### config.mk
export PLATFORM = sky130hd
export DESIGN_NAME = spi_xfer_scheduler
export DESIGN_NICKNAME = d
export VERILOG_FILES = /design/src/rtl/spi_xfer_scheduler.sv
export SDC_FILE = /design/constraint.sdc
export NUM_CORES = 1
export LEC_CHECK = 0
export ABC_AREA = 1
export BUFFER_PORTS_ARGS = -buffer_cell sky130_fd_sc_hd__buf_2
export CAP_MARGIN = 0
export CORE_MARGIN = 1
export CORE_UTILIZATION = 30
export DETAILED_ROUTE_END_ITERATION = 10
export SYNTH_ARGS = -nofsm -noshare
export SYNTH_HDL_FRONTEND = slang
export SYNTH_SLANG_ARGS = --single-unit
### constraint.sdc
create_clock -name PCLK -period 3.5 [get_ports PCLK]
set_input_delay 0.35 -clock PCLK [delete_from_list [all_inputs] [get_ports PCLK]]
set_output_delay 0.35 -clock PCLK [all_outputs]
set_load 0.01 [all_outputs]
### src/rtl/spi_xfer_scheduler.sv
// Two-requester scheduler that turns SPI transfer requests into APB register
// sequences for an SPI master controller and reports completion per requester.
module spi_xfer_scheduler #(
    parameter logic [7:0]  CLKDIV  = 8'h14,
    parameter logic [15:0] TIMEOUT = 16'hFFFF
) (
    input  logic        PCLK,
    input  logic        PRSTN,
    input  logic [1:0]  req_i,
    input  logic [1:0]  rw_i,
    input  logic [7:0]  addr_i,
    input  logic [11:0] len_i,
    input  logic [63:0] wdata_i,
    output logic [1:0]  gnt_o,
    output logic [1:0]  done_o,
    output logic        err_o,
    output logic [31:0] rdata_o,
    output logic        busy_o,
    output logic [31:0] PADDR,
    output logic        PWRITE,
    output logic        PSEL,
    output logic        PENABLE,
    output logic [31:0] PWDATA,
    input  logic [31:0] PRDATA,
    input  logic        PREADY,
    input  logic        PSLVERR,
    input  logic        eot_i
);

    typedef enum logic [2:0] {
        IDLE     = 3'd0,
        SETUP    = 3'd1,
        ACCESS   = 3'd2,
        GAP      = 3'd3,
        WAIT_EOT = 3'd4,
        DONE     = 3'd5
    } state_t;

    localparam logic [2:0] STEP_DIV   = 3'd0;
    localparam logic [2:0] STEP_CMD   = 3'd1;
    localparam logic [2:0] STEP_ADDR  = 3'd2;
    localparam logic [2:0] STEP_LEN   = 3'd3;
    localparam logic [2:0] STEP_DATA  = 3'd4;
    localparam logic [2:0] STEP_START = 3'd5;
    localparam logic [2:0] STEP_RDATA = 3'd6;

    state_t      state_r, state_s;
    logic [2:0]  step_r, step_s;
    logic        cur_r, cur_s;
    logic        rw_r, rw_s;
    logic [3:0]  addr_r, addr_s;
    logic [5:0]  len_r, len_s;
    logic [31:0] wdata_r, wdata_s;
    logic        err_r, err_s;
    logic        prio_r, prio_s;
    logic [15:0] tmo_r, tmo_s;
    logic [31:0] rbuf_r, rbuf_s;
    logic [1:0]  gnt_s;
    logic        g_s;

    function automatic logic [31:0] step_addr(input logic [2:0] step);
        case (step)
            STEP_DIV:   step_addr = 32'h0000_0014;
            STEP_CMD:   step_addr = 32'h0000_0000;
            STEP_ADDR:  step_addr = 32'h0000_0004;
            STEP_LEN:   step_addr = 32'h0000_0008;
            STEP_DATA:  step_addr = 32'h0000_000C;
            STEP_START: step_addr = 32'h0000_0014;
            STEP_RDATA: step_addr = 32'h0000_0010;
            default:    step_addr = 32'h0000_0000;
        endcase
    endfunction

    function automatic logic [31:0] step_wdata(input logic [2:0] step, input logic rw,
                                               input logic [3:0] addr, input logic [5:0] len,
                                               input logic [31:0] wdata);
        case (step)
            STEP_DIV:   step_wdata = {16'h0000, CLKDIV, 8'h00};
            STEP_CMD:   step_wdata = rw ? 32'h0000_000B : 32'h0000_000A;
            STEP_ADDR:  step_wdata = {28'h000_0000, addr};
            STEP_LEN:   step_wdata = {26'h000_0000, len};
            STEP_DATA:  step_wdata = wdata;
            STEP_START: step_wdata = {16'h0000, CLKDIV, 8'h01};
            default:    step_wdata = 32'h0000_0000;
        endcase
    endfunction

    // Next-state, arbitration and transfer bookkeeping
    always_comb begin
        state_s = state_r;
        step_s  = step_r;
        cur_s   = cur_r;
        rw_s    = rw_r;
        addr_s  = addr_r;
        len_s   = len_r;
        wdata_s = wdata_r;
        err_s   = err_r;
        prio_s  = prio_r;
        tmo_s   = tmo_r;
        rbuf_s  = rbuf_r;
        gnt_s   = 2'b00;
        g_s     = 1'b0;
        case (state_r)
            IDLE: begin
                if (req_i != 2'b00) begin
                    // prio_r names the requester that wins a tie
                    if (req_i == 2'b11) begin
                        g_s = prio_r;
                    end else begin
                        g_s = req_i[1];
                    end
                    cur_s   = g_s;
                    prio_s  = ~g_s;
                    gnt_s   = g_s ? 2'b10 : 2'b01;
                    rw_s    = rw_i[g_s];
                    addr_s  = g_s ? addr_i[7:4] : addr_i[3:0];
                    len_s   = g_s ? len_i[11:6] : len_i[5:0];
                    wdata_s = g_s ? wdata_i[63:32] : wdata_i[31:0];
                    step_s  = STEP_DIV;
                    tmo_s   = 16'd0;
                    // Illegal length parks in GAP (bus idle) so DONE follows the grant cycle
                    if ((len_s == 6'd0) || (len_s > 6'd32)) begin
                        err_s   = 1'b1;
                        state_s = GAP;
                    end else begin
                        err_s   = 1'b0;
                        state_s = SETUP;
                    end
                end else begin
                    state_s = IDLE;
                end
            end
            SETUP: begin
                state_s = ACCESS;
            end
            ACCESS: begin
                if (PREADY) begin
                    if (PSLVERR) begin
                        err_s   = 1'b1;
                        state_s = DONE;
                    end else begin
                        if (step_r == STEP_RDATA) begin
                            rbuf_s = PRDATA;
                        end else begin
                            rbuf_s = rbuf_r;
                        end
                        state_s = GAP;
                    end
                end else begin
                    state_s = ACCESS;
                end
            end
            GAP: begin
                if (err_r) begin
                    state_s = DONE;
                end else if (step_r == STEP_START) begin
                    tmo_s   = 16'd0;
                    state_s = WAIT_EOT;
                end else if (step_r == STEP_RDATA) begin
                    state_s = DONE;
                end else begin
                    state_s = SETUP;
                    if ((step_r == STEP_LEN) && !rw_r) begin
                        step_s = STEP_START;
                    end else begin
                        step_s = step_r + 3'd1;
                    end
                end
            end
            WAIT_EOT: begin
                if (eot_i) begin
                    tmo_s = 16'd0;
                    if (rw_r) begin
                        state_s = DONE;
                    end else begin
                        step_s  = STEP_RDATA;
                        state_s = SETUP;
                    end
                end else if (({1'b0, tmo_r} + 17'd1) >= {1'b0, TIMEOUT}) begin
                    tmo_s   = 16'd0;
                    err_s   = 1'b1;
                    state_s = DONE;
                end else begin
                    tmo_s = tmo_r + 16'd1;
                end
            end
            DONE: begin
                err_s   = 1'b0;
                state_s = IDLE;
            end
            default: begin
                state_s = IDLE;
            end
        endcase
    end

    // Internal state registers
    always_ff @(posedge PCLK or negedge PRSTN) begin
        if (!PRSTN) begin
            state_r <= IDLE;
            step_r  <= STEP_DIV;
            cur_r   <= 1'b0;
            rw_r    <= 1'b0;
            addr_r  <= 4'h0;
            len_r   <= 6'd0;
            wdata_r <= 32'h0000_0000;
            err_r   <= 1'b0;
            prio_r  <= 1'b0;
            tmo_r   <= 16'd0;
            rbuf_r  <= 32'h0000_0000;
        end else begin
            state_r <= state_s;
            step_r  <= step_s;
            cur_r   <= cur_s;
            rw_r    <= rw_s;
            addr_r  <= addr_s;
            len_r   <= len_s;
            wdata_r <= wdata_s;
            err_r   <= err_s;
            prio_r  <= prio_s;
            tmo_r   <= tmo_s;
            rbuf_r  <= rbuf_s;
        end
    end

    // Registered outputs, decoded from the upcoming state
    always_ff @(posedge PCLK or negedge PRSTN) begin
        if (!PRSTN) begin
            gnt_o   <= 2'b00;
            done_o  <= 2'b00;
            err_o   <= 1'b0;
            busy_o  <= 1'b0;
            rdata_o <= 32'h0000_0000;
            PSEL    <= 1'b0;
            PENABLE <= 1'b0;
            PWRITE  <= 1'b0;
            PADDR   <= 32'h0000_0000;
            PWDATA  <= 32'h0000_0000;
        end else begin
            gnt_o   <= gnt_s;
            done_o  <= (state_s == DONE) ? (cur_s ? 2'b10 : 2'b01) : 2'b00;
            err_o   <= (state_s == DONE) && err_s;
            busy_o  <= (state_s != IDLE);
            PSEL    <= (state_s == SETUP) || (state_s == ACCESS);
            PENABLE <= (state_s == ACCESS);
            // Address/data only change on entry to SETUP, so they hold through ACCESS
            if (state_s == SETUP) begin
                PADDR  <= step_addr(step_s);
                PWRITE <= (step_s != STEP_RDATA);
                PWDATA <= step_wdata(step_s, rw_s, addr_s, len_s, wdata_s);
            end
            if ((state_s == DONE) && !err_s && !rw_s) begin
                rdata_o <= rbuf_s;
            end
        end
    end

endmodule
==> results.md <==
- Status: completed
- Post-Route Utilization: 0.3755
- Maxcap violations: 0
- Detailed Place HPWL: 16.42 mm
- RSZ-0062 raised after global routing: no
- VDD IR max: 0.5091 mV
- Core Region: 27860 µm²
- DRT Pass-1 Iters: 6
- Maximum clock path buffer count: 2
- Number of hold buffers added after cts: 0
- Post-Syn Instances: 948
- Non-Filler Instances: 1545
- Final WS setup: 850.1 ps
- Antenna violations before repair: 6
- Number of synthesized flops with an enable pin: 0
- IO Pins: 230
- Vias in the first global route: 7052
- Ys Warns: 0
- Min-Delay Path Class: in2async
- Drt via density: 4.645
- Clock skew: 15.90 ps
- First-pass GRT wire length: 37.25 mm
- DR DRC count: 0
- Least-Margin Pin Slew: 955.2 ps
- GRT met1 Usage: 0.2138
- Final setup violation count: 0
- Die Area: 29110 µm²
- Critical-path maximum fanout: 24
- GR Util met2: 0.2571
- #FFs+latches synth: 176
- Post-CTS setup repair buffer count: 0
- Cts repair resizes: 0
- GRT Overall Usage: 0.1629
- H-tree depth: 4
- Final Cycle Share: 0.7571
- Final Hold Viols: 0
- Mapped cell area: 8529 µm²
- Leading cell type in the layout, fill and taps excluded: nand2_1
- Slew headroom: 0.3632
- Nets: 1278
- Asr flop ratio synth: 1.000
- Largest net degree at the start of global routing: 101
- GRT overflow: 0
- GP Congestion: 0.8774
- Leak Pwr: 5.506 nW
- Pwr Density: 845.8 nW/µm²
- Ys flop type: dfrtp_1
- Dpl ws: 724.6 ps
- Row count: 61
- Area of the multi-input gates: 3390 µm²
- Cell variety after synth: 45
- Die X-Extent: 170.6 µm
- Clock Sinks: 176
- Initial Utilization: 0.3062
- Root Buffer: clkbuf_16
- Sequential fraction of the synthesis area: 0.5164
- Final wirelength: 23.34 mm
- Clock transition at the registers of the reported paths: 80 ps
- Commonest non-fill, non-tap cells in the layout: nand2_1 (227), buf_2 (199), dfrtp_1 (176), inv_1 (106), nand3_1 (99)
- TNS Setup: 0 ps
- CTS tree: done
- Sequential Area: 4404 µm²
- CP Data Arrival Time: 2970 ps
- Die Span Y: 170.6 µm
- Avg Cell Area, Syn: 8.997 µm²
- Achievable Freq: 377.4 MHz
- GR peak layer: met2
- Critical Path End Type: flip-flop
- Inst Count DP: 1506
- Setup Crit Path Kind: reg2reg
- Crit path time final: 2650 ps
- Detailed Route Iter0 Violations: 431
- Layout cells sized above 1: 0.2776
- Post-DRT Antenna Nets: 0
- Total number of vias: 7177
- DR WL/cell: 15.10 µm
- CTS Buf Count: 17
- Buffers on Ports: 200
- GR Util met3: 0.03169
- Skew-Pair Late Insertion Delay: 430 ps
- Area Overhead vs Synth: 22.65%
- Fillers: 2859
- Startpoint Class: flip-flop
- Count of pins over their slew limit: 0
- Crit path required time: 3820 ps
power by group:
| group | switching (mW) | leakage (nW) | total [mW] | internal [mW] |
|---|---|---|---|---|
| combinational | 2.43 | 2.96 | 3.76 | 1.34 |
| clock | 0.929 | 0.282 | 1.90 | 0.970 |
| sequential | 0.374 | 2.26 | 3.19 | 2.81 |
| total | 3.73 | 5.51 | 8.85 | 5.12 |
critical path: stages, from the launching register on:
cell,delay [ps]
dfrtp_1,320
inv_1,70
a21oi_4,240
inv_2,110
or2_0,210
o21ai_0,110
or2_1,160
o21ai_1,140
a21boi_2,250
nand4_2,330
buf_4,360
o21bai_1,180
nand2_1,60
final timing paths:
check | from | to | slack [ps] | depth (start not counted)
max | prio_r$_DFFE_PN0P_ | rdata_o[11]$_DFFE_PN0P_ | 850 | 12
min | PRSTN | PWDATA[9]$_DFFE_PN0N_ | 4 | 1
max reg2reg | prio_r$_DFFE_PN0P_ | rdata_o[11]$_DFFE_PN0P_ | 850 | 12
min reg2reg | PWDATA[5]$_DFFE_PN0N_ | PWDATA[5]$_DFFE_PN0N_ | 470 | 2
max in group asynchronous | PRSTN | rdata_o[30]$_DFFE_PN0P_ | 2640 | 2
min in group PCLK | wdata_i[22] | wdata_r[22]$_DFF_PN0_ | 130 | 3
layout make-up:
class                   count  area share
flip-flops and latches    176      0.4210
multi-input cells         621      0.3240
repair buffers            221      0.1125
well taps                 378     0.04521
clock buffers              18     0.04198
inverters                 110     0.03947
clock inverters            14     0.01411
diodes                      7    0.001674
logic make-up after synthesis:
family | Yosys count | share of synthesized area
flip-flops | 176 | 0.5164
adder cells (fa/ha/maj) | 6 | 0.008801
other | 1 | 0.0004397
AO/OA/AOI/OAI | 156 | 0.1253
multiplexers | 32 | 0.04225
XOR/XNOR | 1 | 0.001027
AND/OR/NAND/NOR | 397 | 0.2073
buffers and inverters | 179 | 0.09858
metrics by stage:
stage	cell area, µm²	hold slack [ps]	total power [mW]
2_1_floorplan	8635	54.41	5.739
3_3_place_gp	9857	454.1	6.953
3_5_place_dp	9857	459.6	7.022
4_1_cts	10440	62.53	8.954
5_1_grt	10460	88.54	9.545
6_report	10460	3.637	8.848
synthesized netlist by cell type, types with 8 or more instances:
master | number | area (µm²)
nand2_1 | 227 | 852.1
a21oi_1 | 35 | 175.2
inv_1 | 106 | 397.9
nand3_1 | 99 | 495.5
buf_2 | 12 | 60.06
o21bai_1 | 32 | 240.2
a22o_1 | 26 | 227.7
o21ai_0 | 36 | 180.2
clkbuf_1 | 13 | 48.80
o32ai_1 | 8 | 70.07
mux2_2 | 32 | 360.4
buf_4 | 34 | 255.2
nor2_1 | 35 | 131.4
dfrtp_1 | 176 | 4404
flip-flops by register name, indices dropped and copies added, names as in the netlist, 4 cells and up:
| name | cells |
|---|---|
| tmo_r | 16 |
| addr_r | 4 |
| wdata_r | 32 |
| len_r | 6 |
| rbuf_r | 32 |
| rdata_o | 32 |
| PWDATA | 32 |
routing by layer:
layer,share of wire,up-vias
met4,0.031,0
met5,0,-
li1,-,3441
met2,0.48,206
met3,0.051,47
met1,0.44,3483
(Power assumes the default switching activity.)
